[src/rtl/hs32_sram_ctl.sv]
// rtl/hs32_sram_ctl.sv - CPU bus responder serving 32-bit requests as two 16-bit async SRAM accesses.
// Optional HS32_SRAM_BUSERR_EN adds berr for addresses beyond the SRAM window.
module hs32_sram_ctl #(
    parameter int AW   = 17,
    parameter int WAIT = 0
) (
    input  logic          clk,
    input  logic          reset,
    input  logic [31:0]   addr,
    input  logic          rw,
    input  logic [31:0]   din,
    output logic [31:0]   dout,
    input  logic          valid,
    output logic          done,
    output logic [AW-1:0] sram_addr,
    input  logic [15:0]   sram_dq_i,
    output logic [15:0]   sram_dq_o,
    output logic          sram_dq_oe,
    output logic          sram_ce_n,
    output logic          sram_oe_n,
    output logic          sram_we_n
`ifdef HS32_SRAM_BUSERR_EN
    ,
    output logic          berr
`endif
);

    typedef enum logic [1:0] {S_IDLE, S_LO, S_HI, S_DONE} state_t;

    localparam logic [3:0] WAIT_CNT = 4'(WAIT);

    state_t        state_q, state_d;
    logic [3:0]    cnt_q, cnt_d;
    logic          setup_q, setup_d;
    logic          rw_q, rw_d;
    logic [AW-2:0] base_q, base_d;
    logic [15:0]   din_hi_q, din_hi_d;
    logic [31:0]   dout_q, dout_d;
    logic          done_q, done_d;
    logic [AW-1:0] sram_addr_q, sram_addr_d;
    logic [15:0]   dq_o_q, dq_o_d;
    logic          dq_oe_q, dq_oe_d;
    logic          ce_n_q, ce_n_d;
    logic          oe_n_q, oe_n_d;
    logic          we_n_q, we_n_d;
    logic          berr_q, berr_d;
    logic          addr_oob;
    logic          phase_last;
    logic          unused_addr_bits;

    assign unused_addr_bits = ^{addr[1:0], addr[31:AW+1]};

`ifdef HS32_SRAM_BUSERR_EN
    assign addr_oob = |addr[31:AW+1];
    assign berr     = berr_q;
`else
    assign addr_oob = 1'b0;
    logic unused_berr;
    assign unused_berr = berr_q;
`endif

    // A write phase spends its first cycle in address setup before the counted strobe cycles.
    assign phase_last = (cnt_q == 4'd0) && !setup_q;

    always_comb begin
        state_d     = state_q;
        cnt_d       = cnt_q;
        setup_d     = setup_q;
        rw_d        = rw_q;
        base_d      = base_q;
        din_hi_d    = din_hi_q;
        dout_d      = dout_q;
        done_d      = 1'b0;
        sram_addr_d = sram_addr_q;
        dq_o_d      = dq_o_q;
        dq_oe_d     = 1'b0;
        ce_n_d      = 1'b1;
        oe_n_d      = 1'b1;
        we_n_d      = 1'b1;
        berr_d      = 1'b0;
        case (state_q)
            S_IDLE: begin
                if (valid) begin
                    rw_d     = rw;
                    base_d   = addr[AW:2];
                    din_hi_d = din[31:16];
                    if (addr_oob) begin
                        state_d = S_DONE;
                        done_d  = 1'b1;
                        dout_d  = 32'h0;
                        berr_d  = 1'b1;
                    end else begin
                        state_d     = S_LO;
                        cnt_d       = WAIT_CNT;
                        setup_d     = rw;
                        ce_n_d      = 1'b0;
                        oe_n_d      = rw;
                        dq_oe_d     = rw;
                        sram_addr_d = {addr[AW:2], 1'b0};
                        if (rw) begin
                            dq_o_d = din[15:0];
                        end
                    end
                end
            end
            S_LO, S_HI: begin
                if (!phase_last) begin
                    ce_n_d  = 1'b0;
                    oe_n_d  = rw_q;
                    dq_oe_d = rw_q;
                    we_n_d  = !rw_q;
                    setup_d = 1'b0;
                    if (!setup_q) begin
                        cnt_d = cnt_q - 4'd1;
                    end
                end else if (state_q == S_LO) begin
                    if (!rw_q) begin
                        dout_d[15:0] = sram_dq_i;
                    end
                    state_d     = S_HI;
                    cnt_d       = WAIT_CNT;
                    setup_d     = rw_q;
                    ce_n_d      = 1'b0;
                    oe_n_d      = rw_q;
                    dq_oe_d     = rw_q;
                    sram_addr_d = {base_q, 1'b1};
                    if (rw_q) begin
                        dq_o_d = din_hi_q;
                    end
                end else begin
                    if (!rw_q) begin
                        dout_d[31:16] = sram_dq_i;
                    end
                    state_d = S_DONE;
                    done_d  = 1'b1;
                end
            end
            S_DONE: begin
                state_d = S_IDLE;
            end
            default: begin
                state_d = S_IDLE;
            end
        endcase
    end

    always_ff @(posedge clk or posedge reset) begin
        if (reset) begin
            state_q     <= S_IDLE;
            cnt_q       <= 4'd0;
            setup_q     <= 1'b0;
            rw_q        <= 1'b0;
            base_q      <= '0;
            din_hi_q    <= 16'h0;
            dout_q      <= 32'h0;
            done_q      <= 1'b0;
            sram_addr_q <= '0;
            dq_o_q      <= 16'h0;
            dq_oe_q     <= 1'b0;
            ce_n_q      <= 1'b1;
            oe_n_q      <= 1'b1;
            we_n_q      <= 1'b1;
            berr_q      <= 1'b0;
        end else begin
            state_q     <= state_d;
            cnt_q       <= cnt_d;
            setup_q     <= setup_d;
            rw_q        <= rw_d;
            base_q      <= base_d;
            din_hi_q    <= din_hi_d;
            dout_q      <= dout_d;
            done_q      <= done_d;
            sram_addr_q <= sram_addr_d;
            dq_o_q      <= dq_o_d;
            dq_oe_q     <= dq_oe_d;
            ce_n_q      <= ce_n_d;
            oe_n_q      <= oe_n_d;
            we_n_q      <= we_n_d;
            berr_q      <= berr_d;
        end
    end

    assign dout       = dout_q;
    assign done       = done_q;
    assign sram_addr  = sram_addr_q;
    assign sram_dq_o  = dq_o_q;
    assign sram_dq_oe = dq_oe_q;
    assign sram_ce_n  = ce_n_q;
    assign sram_oe_n  = oe_n_q;
    assign sram_we_n  = we_n_q;

endmodule
[config.mk]
export PLATFORM = sky130hd
export DESIGN_NAME = hs32_sram_ctl
export DESIGN_NICKNAME = d
export VERILOG_FILES = /design/src/rtl/hs32_sram_ctl.sv
export SDC_FILE = /design/constraint.sdc
export NUM_CORES = 1
export LEC_CHECK = 0
export ABC_AREA = 1
export BUFFER_PORTS_ARGS = -buffer_cell sky130_fd_sc_hd__buf_2
export CAP_MARGIN = 10
export CELL_PAD_IN_SITES_DETAIL_PLACEMENT = 0
export CELL_PAD_IN_SITES_GLOBAL_PLACEMENT = 1
export CORE_MARGIN = 2
export CORE_UTILIZATION = 37
export CTS_CLUSTER_DIAMETER = 200
export DETAILED_ROUTE_END_ITERATION = 8
export MAX_ROUTING_LAYER = met4
export PLACE_DENSITY_LB_ADDON = 0.1
export SYNTH_ARGS = -nofsm -noshare
export SYNTH_HDL_FRONTEND = slang
export SYNTH_SLANG_ARGS = --single-unit
[constraint.sdc]
create_clock -name clk -period 3.6 [get_ports clk]
set_input_delay 0.36 -clock clk [delete_from_list [all_inputs] [get_ports clk]]
set_output_delay 0.36 -clock clk [all_outputs]
set_load 0.02 [all_outputs]
==> qor.yml, run 1 <==
synth_commonest_cells: "nand2_1 (264), dfrtp_1 (107), o21ai_0 (38), inv_1 (30), o21ai_1 (19)"
cts_hold_buf: 0
finalSetupViolCount: 0
pwr-share-seq: 0.338
synthSimpleGateAreaFrac: 0.262
cts.htree.levels: 3
synth_top_cell_by_area: "dfrtp_1"
synth_compound_area_frac: 0.0637
p_int_uw: 3510
cts_sinks: 110
path_max_fanout: 39
avgSynthCellArea_sq_um: 8.77
final-seq-area_sq_um: 2760
fin_crit_ns: 2.32
wirelength_mm: 11.8
outcome: "complete, no violations"
max-cap-violations: 0
grt_start_max_net_pins: 59
dr.pass1.iters: 4
switchingPower_uw: 2920
antenna_found_initial: 1
num_vias: 3956
path_clk_slew_ns: 0.07
layout-drive-gt1-share: 0.254
gp_congestion: 0.738
critical_path_class: "flip-flop to flip-flop"
finalNetCount: 773
clkPwrFrac: 0.168
cts_buffers: 9
tns_ns: 0
switching_share: 0.454
core_area_sq_um: 13100
arrival_ns: 2.55
syn_area_sq_um: 4890
synthMuxAreaShare: 0.0327
synth-xor-area-share: 0.00179
multi_input_area_sq_um: 1840
grt_pass1_vias: 3863
fmax_ghz: 0.432
yosysUniqueCellTypes: 27
rows: 42
skew_ns: 0.00632
die_w_um: 119
grt_overflow: 0
io_pins: 154
clock_path_buffers: 2
p_leak_uw: 0.00335
synth_nets: 648
tightest_slew_ns: 0.692
cts_tree: "yes"
seq_area_frac_synth: 0.563
hold_viol_final: 0
stdcell_count: 865
synth_adder_area_share: 0.0153
p_comb_frac: 0.495
ys.warnings.count: 0
drt_iter0_drc: 306
synth_cells: 558
ant_nets: 0
holdCritPathClass: "primary input to async pin"
grt_util_all_layers: 0.180
syn_to_final_growth_pct: 22.6
slew_violations: 0
critPathRequiredTime_ns: 3.84
synth_top_family_by_area: "simple AND/OR/NAND/NOR gates"
power_density_nw_per_um2: 1070
root_buffer: "clkbuf_16"
synth_top_area_frac: 0.547
start_util: 0.374
die_h_um: 119
vias_per_cell: 4.57
cts_setup_buffers: 0
async_flop_share: 1.00
placedCellCount: 848
postCtsResizedCells: 0
wl_per_cell_um: 13.7
clkLatencyLatePin_ns: 0.35
place_hpwl_mm: 7.91
rsz0062_at_grt: "false"
synth_ff_type: "dfrtp_1"
synth_seq_cells: 110
die_area_sq_um: 14200
start_kind: "flip-flop"
cp-end-kind: "flip-flop"
finalCritPeriodShare: 0.643
drc: 0
yosysMostFrequentCell: "nand2_1"
slew_headroom: 0.539
vdd_drop_max_v: 0.000438
n_fill_cell: 1347
grt_pass1_wl_mm: 19.5
portBuffers: 137
synthTopCellsByArea: "dfrtp_1 (55%), nand2_1 (20%), o21ai_0 (3.9%)"
synth_edf_count: 0
-- cells by family (layout without fill, tap and decap cells) --
| kind of cell | count (synthesis) | in the layout |
|---|---|---|
| flops | 110 | 110 |
| other cells | 0 | 1 |
| buf+inv | 61 | 191 |
| mux | 16 | 16 |
| compound gates | 61 | 61 |
| xor+xnor | 1 | 1 |
| simple gates | 303 | 303 |
| fa+ha+maj | 6 | 6 |
-- placed cells by master, fill, tap and decap left out, types with 3 or more instances in the layout --
cell type / instances
o21ai_0: 38
nor2_1: 5
mux2i_1: 16
dfrtp_1: 107
nor2_4: 4
nand2_1: 264
dfstp_2: 3
nand4_1: 18
buf_2: 137
clkbuf_16: 9
nand3_1: 5
o21ai_1: 19
ha_1: 5
inv_1: 29
buf_4: 4
-- final timing paths --
| path | startpoint | end | slack (ns) | cells after the start |
|---|---|---|---|---|
| worst max-delay path | state_q[0]$_DFFE_PP0P_ | sram_dq_o[2]$_DFFE_PP0P_ | 1.28 | 9 |
| worst min-delay path | reset | base_q[13]$_DFFE_PP0P_ | 0.1 | 2 |
| worst max register to register | state_q[0]$_DFFE_PP0P_ | sram_dq_o[2]$_DFFE_PP0P_ | 1.28 | 9 |
| worst min register to register | sram_dq_o[12]$_DFFE_PP0P_ | sram_dq_o[12]$_DFFE_PP0P_ | 0.47 | 2 |
| max in group asynchronous | reset | sram_dq_o[13]$_DFFE_PP0P_ | 2.75 | 3 |
| min in group clk | din[22] | din_hi_q[6]$_DFFE_PP0P_ | 0.20 | 3 |
-- worst max-delay path: stages, from the launching register on --
cell	delay [ns]
dfrtp_1	0.41
inv_1	0.13
ha_2	0.29
buf_4	0.31
nand2_1	0.16
o21ai_2	0.08
nor2_4	0.34
nand3_4	0.28
nand2_1	0.14
nand2_1	0.05
-- per-layer routing --
| metal | track usage | share of wire | wire, um | up-vias |
|---|---|---|---|---|
| met4 | 0.0714 | 0.015 | 173 | 0 |
| met1 | 0.243 | 0.48 | 5660 | 1833 |
| met3 | 0.0316 | 0.043 | 510 | 12 |
| li1 | - | - | - | 2013 |
| met2 | 0.270 | 0.46 | 5480 | 98 |
| met5 | - | 0 | 0 | - |
-- cell type report --
cell class                      count  share of cell area
Sequential cell                   110               0.460
Multi-Input combinational cell    387               0.307
Timing Repair Buffer              142               0.123
Clock buffer                       12              0.0411
Tap cell                          176              0.0367
Inverter                           33              0.0211
Clock inverter                      4              0.0117
Antenna cell                        1            0.000417
-- power by group through the flow --
stage | registers (uW) | clock network [uW] | logic (uW)
final | 2170 | 1080 | 3180
after detailed placement | 2190 | 0 | 3240
after CTS | 2170 | 1110 | 3250
after floorplan | 2590 | 0 | 2050
after global routing | 2240 | 1160 | 3600
after global placement | 2160 | 0 | 3200
-- per-stage QoR --
step / area [sq um] / hold WS [ns] / worst slack, ns / power (uW) / utilization
after floorplan: 4890 / 0.449 / 0.343 / 4640 / -
after global placement: 5680 / 0.451 / 1.30 / 5360 / 0.434
after detailed placement: 5680 / 0.456 / 1.28 / 5430 / 0.434
after CTS: 6000 / 0.129 / 1.25 / 6530 / 0.458
after global routing: 6000 / 0.162 / 1.07 / 7000 / 0.458
final: 6000 / 0.0984 / 1.28 / 6430 / 0.458
-- registers in the layout, summed over array words and instances (netlist names) --
name,cells
din_hi_q,16
sram_we_n,1
sram_dq_oe,1
state_q,2
rw_q,1
setup_q,1
sram_ce_n,1
base_q,16
sram_dq_o,16
sram_oe_n,1
sram_addr,17
done,1
cnt_q,4
dout,32
Power figures use the tool's default switching activity.
==> run 2: changes to the inputs <==
- CORE_UTILIZATION: 37 -> 34
- clock period: 3.6 -> 1.9 ns (I/O delays scaled with it)
==> run 2 against run 1 <==
Effect of this change: final area increased by 5.2%; power increased by 110%; core utilization decreased by 0.75 points; combinational power increased by 120%; hold slack got worse by 0.069 ns; count of clock-buffer cells in the layout decreased by 2; critical endpoint is now sram_dq_o[10]$_DFFE_PP0P_; largest cell class unchanged.
==> qor.yml, run 2 (synthesized netlist as in run 1, its figures left out) <==
outcome: "complete, no violations"  # unchanged
grt_util_all_layers: 0.179  # was 0.180
cts_tree: "yes"  # unchanged
antenna_found_initial: 1  # unchanged
tightest_slew_ns: 0.454  # was 0.692 ns
cts_buffers: 9  # unchanged
drc: 0  # unchanged
fmax_ghz: 0.559  # was 0.432 GHz
die_h_um: 124  # was 119 um
dr.pass1.iters: 4  # unchanged
cts_sinks: 110  # unchanged
postPlaceCellArea_sq_um: 5770  # was 5680 sq um
met2_usage: 0.266  # was 0.270
slew_headroom: 0.697  # was 0.539
whs_ns: 0.0293  # was 0.0984 ns
layout_common_cells: "nand2_1 (263), buf_2 (137), dfrtp_1 (107)"  # was nand2_1 (264), buf_2 (137), dfrtp_1 (107)
critPathRequiredTime_ns: 2.14  # was 3.84 ns
place_hpwl_mm: 8.47  # was 7.91 mm
largest_reg_flops: 32  # unchanged
grt.busiest_layer: "met2"  # unchanged
cts.htree.levels: 3  # unchanged
gp_congestion: 0.748  # was 0.738
vdd_drop_max_v: 0.000690  # was 0.000438 V
gr-usage-met1: 0.241  # was 0.243
path_max_fanout: 16  # was 39
fin_util: 0.451  # was 0.458
ant_nets: 0  # unchanged
final_common_cell: "nand2_1"  # unchanged
skew_ns: 0.00630  # was 0.00632 ns
clkLatencyLatePin_ns: 0.35  # about the same
finalSetupViolCount: 0  # unchanged
grt_pass1_vias: 3923  # was 3863
grt_pass1_wl_mm: 20.1  # was 19.5 mm
path_clk_slew_ns: 0.07  # about the same
layout-drive-gt1-share: 0.282  # was 0.254
holdCritPathClass: "primary input to flip-flop"  # was primary input to async pin
critPathMostFrequentCell: "nand2_1"  # unchanged
finalCritPeriodShare: 0.942  # was 0.643
finalNetCount: 794  # was 773
fin_area_sq_um: 6310  # was 6000 sq um
crit_slowest_cell: "dfrtp_1"  # unchanged
num_vias: 4121  # was 3956
start_util: 0.350  # was 0.374
critical_path_class: "flip-flop to flip-flop"  # unchanged
wl_per_cell_um: 14.8  # was 13.7 um
grt_overflow: 0  # unchanged
slew_violations: 0  # unchanged
die_w_um: 124  # was 119 um
fin_crit_ns: 1.79  # was 2.32 ns
wirelength_mm: 13.2  # was 11.8 mm
vias_per_cell: 4.63  # was 4.57
use_met3: 0.0371  # was 0.0316
syn_to_final_growth_pct: 28.9  # was 22.6%
rows: 43  # was 42
drt_iter0_drc: 169  # was 306
root_buffer: "clkbuf_16"  # unchanged
arrival_ns: 2.03  # was 2.55 ns
grt_start_max_net_pins: 64  # was 59
die_area_sq_um: 15400  # was 14200 sq um
max-cap-violations: 0  # unchanged
power_density_nw_per_um2: 2130  # was 1070 nW/um^2
hold_viol_final: 0  # unchanged
max_stage_delay_ns: 0.41  # about the same
core_area_sq_um: 14000  # was 13100 sq um
portBuffers: 137  # unchanged
p_leak_uw: 0.00349  # was 0.00335 uW
cp-end-kind: "flip-flop"  # unchanged
clock_path_buffers: 2  # unchanged
crit_path_cell_trace: "inv_2 -> ha_4 -> buf_12 -> nand2_1 -> o21ai_2 -> nor2_4 -> nand3_4 -> nand2_1 -> nand2_1"  # was inv_1 -> ha_2 -> buf_4 -> nand2_1 -> o21ai_2 -> nor2_4 -> nand3_4 -> nand2_1 -> nand2_1
start_kind: "flip-flop"  # unchanged
io_pins: 154  # unchanged
-- run 2: cell types whose count changed in the layout (fill, tap and decap cells not counted), sizes merged --
| cell | previous run | this run |
|---|---|---|
| dlygate4sd3 | 0 | 1 |
| buf | 142 | 157 |
| nand3b | 1 | 3 |
| clkinvlp | 0 | 2 |
| bufinv | 2 | 3 |
| nand3 | 6 | 7 |
| clkinv | 3 | 2 |
-- run 2: through the flow --
stage,power [uW],TNS (ns),setup slack (ns),instances
6_report,13400,0,0.111,890
5_1_grt,14600,-0.00558,-0.00470,890
4_1_cts,13000,0,0.0534,881
3_5_place_dp,10600,-0.0300,-0.0127,861
3_3_place_gp,10400,0,0.0701,861
2_1_floorplan,8790,0,0.279,558
-- run 2: report_power, final --
group | leakage [uW] | total [uW] | switching [uW] | internal [uW]
combinational | 0.00195 | 7120 | 4560 | 2560
sequential | 0.00136 | 4090 | 582 | 3500
clock | 0.000171 | 2230 | 893 | 1340
total | 0.00349 | 13400 | 6040 | 7410
-- run 2: repair_timing --
action                                  CTS  global route
hold buffers                              1             0
hold endpoints to repair                 18             0
cloned                                    1             4
gates resized for setup                   1             8
buffers inserted                          2             4
pin swaps                                 1             2
endpoints found under the setup margin   14            47
-- run 2: worst paths after layout --
check	start	to	slack [ns]	cells after the start
worst max-delay path	state_q[0]$_DFFE_PP0P_	sram_dq_o[10]$_DFFE_PP0P_	0.11	9
min in group asynchronous	reset	sram_addr[16]$_DFFE_PP0P_	0.39	3
worst min register to register	sram_dq_o[7]$_DFFE_PP0P_	sram_dq_o[7]$_DFFE_PP0P_	0.46	2
worst min-delay path	din[23]	din_hi_q[7]$_DFFE_PP0P_	0.03	3
worst max register to register	state_q[0]$_DFFE_PP0P_	sram_dq_o[10]$_DFFE_PP0P_	0.11	9
max in group asynchronous	reset	base_q[0]$_DFFE_PP0P_	0.78	4
-- run 2: routing by layer --
metal	vias to the layer above	part of all wire
li1	2059	-
met1	1947	0.48
met2	106	0.46
met3	9	0.048
met4	0	0.012
met5	-	0
-- run 2: critical path: cells and delay by family, from the launching register on --
family,cells,cell delay [ns]
buffers and inverters,2,0.23
adders and majority gates,1,0.28
and+or+nand+nor,5,0.69
DFF,1,0.41
AOI/OAI and AO/OA,1,0.07
-- run 2: cell type report --
class / instances / area (sq um)
fill: 1455 / 7680
sequential: 110 / 2760
multi-input combinational: 390 / 1910
timing repair buffer: 160 / 928
clock buffer: 10 / 239
tap: 180 / 225
inverter: 33 / 128
clock inverter: 6 / 118
antenna: 1 / 2.50
